--- config.mk ---
export PLATFORM = sky130hd
export DESIGN_NAME = pc_fetch
export DESIGN_NICKNAME = d
export VERILOG_FILES = /design/src/rtl/pc_fetch_pkg.sv /design/src/rtl/pc_fetch_inc16.sv /design/src/rtl/pc_fetch.sv
export SDC_FILE = /design/constraint.sdc
export NUM_CORES = 1
export LEC_CHECK = 0
export BUFFER_PORTS_ARGS = -buffer_cell sky130_fd_sc_hd__buf_2
export CORE_MARGIN = 2
export CORE_UTILIZATION = 25
export CTS_CLUSTER_SIZE = 12
export DETAILED_ROUTE_END_ITERATION = 12
export GPL_ROUTABILITY_DRIVEN = 0
export GPL_TIMING_DRIVEN = 0
export PLACE_DENSITY = 0.55
export SLEW_MARGIN = 20
export SYNTH_ARGS = -nofsm -noshare
export SYNTH_HDL_FRONTEND = slang
export SYNTH_SLANG_ARGS = --single-unit
--- constraint.sdc ---
create_clock -name clk -period 3.2 [get_ports clk]
set_clock_uncertainty 0.2 [all_clocks]
set_input_delay 0.16 -clock clk [delete_from_list [all_inputs] [get_ports clk]]
set_output_delay 0.16 -clock clk [all_outputs]
set_load 0.02 [all_outputs]
--- src/rtl/pc_fetch_pkg.sv ---
// rtl/pc_fetch_pkg.sv - shared widths, reset vector and state encodings for pc_fetch
package pc_fetch_pkg;

  localparam int DEFAULT_WIDTH = 16;
  localparam logic [DEFAULT_WIDTH-1:0] DEFAULT_RESET_VECTOR = 16'h0000;

  typedef enum logic [1:0] {
    IDLE   = 2'd0,
    STREAM = 2'd1,
    HOLD   = 2'd2
  } fetch_state_t;

endpackage

--- src/rtl/pc_fetch_inc16.sv ---
// rtl/pc_fetch_inc16.sv - wrapping incrementer used as the sequential pc+1 path
module inc16 #(
  parameter int WIDTH = 16
) (
  input  logic [WIDTH-1:0] a,
  output logic [WIDTH-1:0] y
);

  assign y = a + {{(WIDTH-1){1'b0}}, 1'b1};

endmodule

--- src/rtl/pc_fetch.sv ---
// rtl/pc_fetch.sv - Hack CPU fetch stage: owns pc, drives ROM address, presents instr over valid/ready
module pc_fetch
  import pc_fetch_pkg::*;
#(
  parameter int               WIDTH        = DEFAULT_WIDTH,
  parameter logic [WIDTH-1:0] RESET_VECTOR = DEFAULT_RESET_VECTOR
) (
  input  logic             clk,
  input  logic             reset,
  input  logic             jump,
  input  logic [WIDTH-1:0] jump_addr,
  output logic [WIDTH-1:0] rom_addr,
  input  logic [WIDTH-1:0] rom_data,
  output logic [WIDTH-1:0] instr,
  output logic [WIDTH-1:0] instr_pc,
  output logic             instr_valid,
  input  logic             instr_ready
);

  fetch_state_t     state_q, state_d;
  logic [WIDTH-1:0] pc_q, pc_d;
  logic [WIDTH-1:0] fetch_pc_q, fetch_pc_d;
  logic [WIDTH-1:0] hold_q, hold_d;
  logic [WIDTH-1:0] pc_inc;

  inc16 #(.WIDTH(WIDTH)) u_inc16 (
    .a (pc_q),
    .y (pc_inc)
  );

  assign rom_addr = pc_q;

  // Output mux depends only on registered state, so ready/jump never reach instr/instr_valid.
  always_comb begin
    instr       = '0;
    instr_pc    = '0;
    instr_valid = 1'b0;
    case (state_q)
      STREAM: begin
        instr       = rom_data;
        instr_pc    = fetch_pc_q;
        instr_valid = 1'b1;
      end
      HOLD: begin
        instr       = hold_q;
        instr_pc    = fetch_pc_q;
        instr_valid = 1'b1;
      end
      default: ;
    endcase
  end

  always_comb begin
    state_d    = state_q;
    pc_d       = pc_q;
    fetch_pc_d = fetch_pc_q;
    hold_d     = hold_q;
    if (jump) begin
      pc_d    = jump_addr;
      hold_d  = '0;
      state_d = IDLE;
    end else begin
      case (state_q)
        IDLE: begin
          fetch_pc_d = pc_q;
          pc_d       = pc_inc;
          state_d    = STREAM;
        end
        STREAM: begin
          if (instr_ready) begin
            fetch_pc_d = pc_q;
            pc_d       = pc_inc;
          end else begin
            // pc was already advanced when this word issued; the ROM keeps re-reading it.
            hold_d  = rom_data;
            state_d = HOLD;
          end
        end
        HOLD: begin
          if (instr_ready) begin
            fetch_pc_d = pc_q;
            pc_d       = pc_inc;
            state_d    = STREAM;
          end
        end
        default: state_d = IDLE;
      endcase
    end
  end

  always_ff @(posedge clk) begin
    if (reset) begin
      state_q    <= IDLE;
      pc_q       <= RESET_VECTOR;
      fetch_pc_q <= '0;
      hold_q     <= '0;
    end else begin
      state_q    <= state_d;
      pc_q       <= pc_d;
      fetch_pc_q <= fetch_pc_d;
      hold_q     <= hold_d;
    end
  end

endmodule

==> results.json <==
{
  "status": "complete, no violations",
  "synth_area_um2": 2574,
  "dr.first_iter.drc_count": 83,
  "relSlewSlack": 0.4906,
  "wl_per_cell_um": 13.29,
  "cp_max_fo": 10,
  "p_leak_nw": 1.534,
  "stdcell_area_um2": 3567,
  "finalSetupViolations": 0,
  "wl_um": 7561,
  "vias_per_cell": 4.369,
  "htreeDepth": 2,
  "dr.pass1.iters": 4,
  "num_vias": 2486,
  "core_area_um2": 10140,
  "area_growth_pct": 38.60,
  "yosysTopAreaCell": "dfxtp_1",
  "drive_gt1_frac": 0.2263,
  "fmax_ghz": 0.3729,
  "path_buf_inv": 3,
  "dpl_cell_area_um2": 3154,
  "stdcell_count": 569,
  "crit_path_start_kind": "flop",
  "cts.sinks": 50,
  "p_seq_frac": 0.479,
  "synth_area_per_cell_um2": 8.197,
  "cp_top_family": "multiplexers",
  "start_util": 0.2539,
  "critical-path-max-stage-delay_ns": 0.44,
  "dp.cells": 532,
  "cts_buffer_depth": 2,
  "crit_type": "reg2reg",
  "placementRows": 37,
  "synth-edff-count": 0,
  "cap_violations": 0,
  "p_clk_frac": 0.326,
  "hold_path_startpoint": "jump_addr[12]",
  "overflow": 0,
  "yosysTopAreaCellShare": 0.3889,
  "rr_startpoint": "state_q[0]$_SDFFE_PP0P_",
  "syn_nets": 356,
  "synth-async-reset-ratio": 0,
  "num-fill-cells": 1074,
  "cp_slowest_cell": "mux2i_2",
  "clk_pin_slew_worst_paths_ns": 0.10,
  "die_w_um": 105.5,
  "hpwl_um": 5448,
  "final_cell_mix": "buf_2, dfxtp_1, nand2_1",
  "drc_errors": 0,
  "synthFlopType": "dfxtp_1",
  "ios": 85,
  "peakVddDrop_mv": 0.1790,
  "worstPathCellList": "inv_1 > ha_1 > buf_4 > mux2i_2 > clkbuf_1 > mux2_2 > mux2i_1 > nor2_1",
  "ant_nets": 0,
  "antenna_found_initial": 0,
  "grt_start_max_net_pins": 15,
  "worstMarginPinSlew_ns": 0.7627,
  "hold_depth": 3,
  "comb_power_share": 0.195,
  "ys_seq_elements": 50,
  "cp.required_ns": 3.18,
  "r2r_cells": 8,
  "die_height_um": 105.5,
  "grt_pass1_wl_um": 12120,
  "timing.final.crit_share": 0.8381,
  "power_switching_mw": 0.3989,
  "dieArea_um2": 11120,
  "grt_util_all_layers": 0.1353,
  "drv_slew": 0,
  "rsz0062_at_grt": "false",
  "power.internal_mw": 1.027,
  "tritoncts": "yes",
  "period_needed_ns": 2.682,
  "numPortBuffers": 82,
  "reg2reg_to": "rom_addr[1]$_SDFFE_PP0P_",
  "final_common_cell": "buf_2",
  "synth_area_leaders": "dfxtp_1, mux2i_1, nand2_1",
  "setup_tns_ns": 0,
  "grt_pass1_vias": 2420,
  "clock_latency_ns": 0.30,
  "yosysSeqAreaShare": 0.3889,
  "path_depth": 8,
  "yosysWarnings": 0,
  "end_kind": "flop",
  "clockRootBuffer": "clkbuf_8",
  "syn-instance-count": 314,
  "hold_end": "rom_addr[12]$_SDFFE_PP0P_",
  "diodes": 0,
  "hold_viol_final": 0,
  "cts_made_buffers": 5,
  "cellPowerDensity_nw_per_um2": 399.7,
  "synth_cell_types": 35,
  "cp.arrival_ns": 2.66,
  "rrSetupSlack_ns": 0.52,
  "min_path_type": "in2reg",
  "switching_share": 0.2798,
  "nNetsFinal": 475
}
==> cell type report <==
| cell class | count | area (um2) | area share |
|---|---|---|---|
| clock inverter | 1 | 30.03 | 0.008418 |
| inverter | 16 | 60.06 | 0.01684 |
| clock buffer | 6 | 82.58 | 0.02315 |
| multi-input combinational | 224 | 1414 | 0.3964 |
| tap | 136 | 170.2 | 0.04770 |
| timing repair buffer | 112 | 710.7 | 0.1992 |
| buffer | 24 | 98.84 | 0.02771 |
| sequential | 50 | 1001 | 0.2806 |
==> worst min-delay path, cell delays in order <==
cell and delay (ns):
buf_2 0.10, nor2b_1 0.14, a2111oi_0 0.09
==> metrics by stage <==
step / hold slack, ns / setup WS, ns / power, mW / utilization
after floorplan: 0.09596 / 0.6589 / 0.8553 / -
after global placement: 0.2120 / 0.5554 / 0.9441 / 0.3111
after detailed placement: 0.2142 / 0.5201 / 0.9493 / 0.3111
after CTS: 0.006842 / 0.5066 / 1.449 / 0.3518
after global routing: 0.006196 / 0.2519 / 1.506 / 0.3518
final: 0.03175 / 0.5182 / 1.426 / 0.3518
==> worst max path at each step <==
stage                             from                         to
3_3_place_gp   state_q[0]$_SDFFE_PP0P_   rom_addr[1]$_SDFFE_PP0P_
3_5_place_dp   state_q[0]$_SDFFE_PP0P_   rom_addr[1]$_SDFFE_PP0P_
6_report       state_q[0]$_SDFFE_PP0P_   rom_addr[1]$_SDFFE_PP0P_
4_1_cts        state_q[0]$_SDFFE_PP0P_   rom_addr[1]$_SDFFE_PP0P_
5_1_grt        state_q[0]$_SDFFE_PP0P_   rom_addr[1]$_SDFFE_PP0P_
2_1_floorplan  state_q[0]$_SDFFE_PP0P_  rom_addr[11]$_SDFFE_PP0P_
==> sequential cells by signal (all words and copies together) (netlist names) <==
| register | flops |
|---|---|
| state_q | 2 |
| fetch_pc_q | 16 |
| hold_q | 16 |
| rom_addr | 16 |
==> power groups by stage <==
stage / logic [mW] / registers (mW) / clock network, mW
after floorplan: 0.148 / 0.707 / 0
after global placement: 0.247 / 0.697 / 0
after detailed placement: 0.251 / 0.698 / 0
after CTS: 0.280 / 0.684 / 0.485
after global routing: 0.307 / 0.688 / 0.511
final: 0.278 / 0.684 / 0.464
==> metal layers <==
metal / part of all wire / global-route usage
met3: 0.048 / 0.03216
met4: 0.0046 / 0.02857
met5: 0 / 0
met1: 0.49 / 0.1773
met2: 0.46 / 0.2258
==> what timing repair did <==
action,4_1_cts,5_1_grt
resized for setup,0,0
endpoints found under the hold margin,30,0
setup buffers,0,0
hold buffers,30,0
==> cells in the mapped netlist (4+ instances only) <==
| library cell | n |
|---|---|
| dfxtp_1 | 50 |
| nand2_1 | 39 |
| a21oi_1 | 28 |
| nor2_1 | 22 |
| nor2b_1 | 21 |
| mux2i_1 | 20 |
| clkbuf_1 | 19 |
| a22oi_1 | 16 |
| and2_1 | 16 |
| inv_1 | 16 |
| o21a_1 | 8 |
| nor3_1 | 7 |
| ha_1 | 6 |
| nor4_1 | 5 |
| o31a_1 | 5 |
| nand4_1 | 4 |
| xnor2_1 | 4 |
| xor2_1 | 4 |
==> logic make-up (layout without fill, tap and decap cells) <==
kind of cell    count (synthesis)  after routing  synth area share
mux                            23             23           0.09188
simple gates                  124            124            0.2402
buf+inv                        40            159           0.06174
xor+xnor                        8              8           0.02722
compound gates                 63             63            0.1609
flops                          50             50            0.3889
fa+ha+maj                       6              6           0.02917
Note: power is estimated with default switching activity, not from simulation.
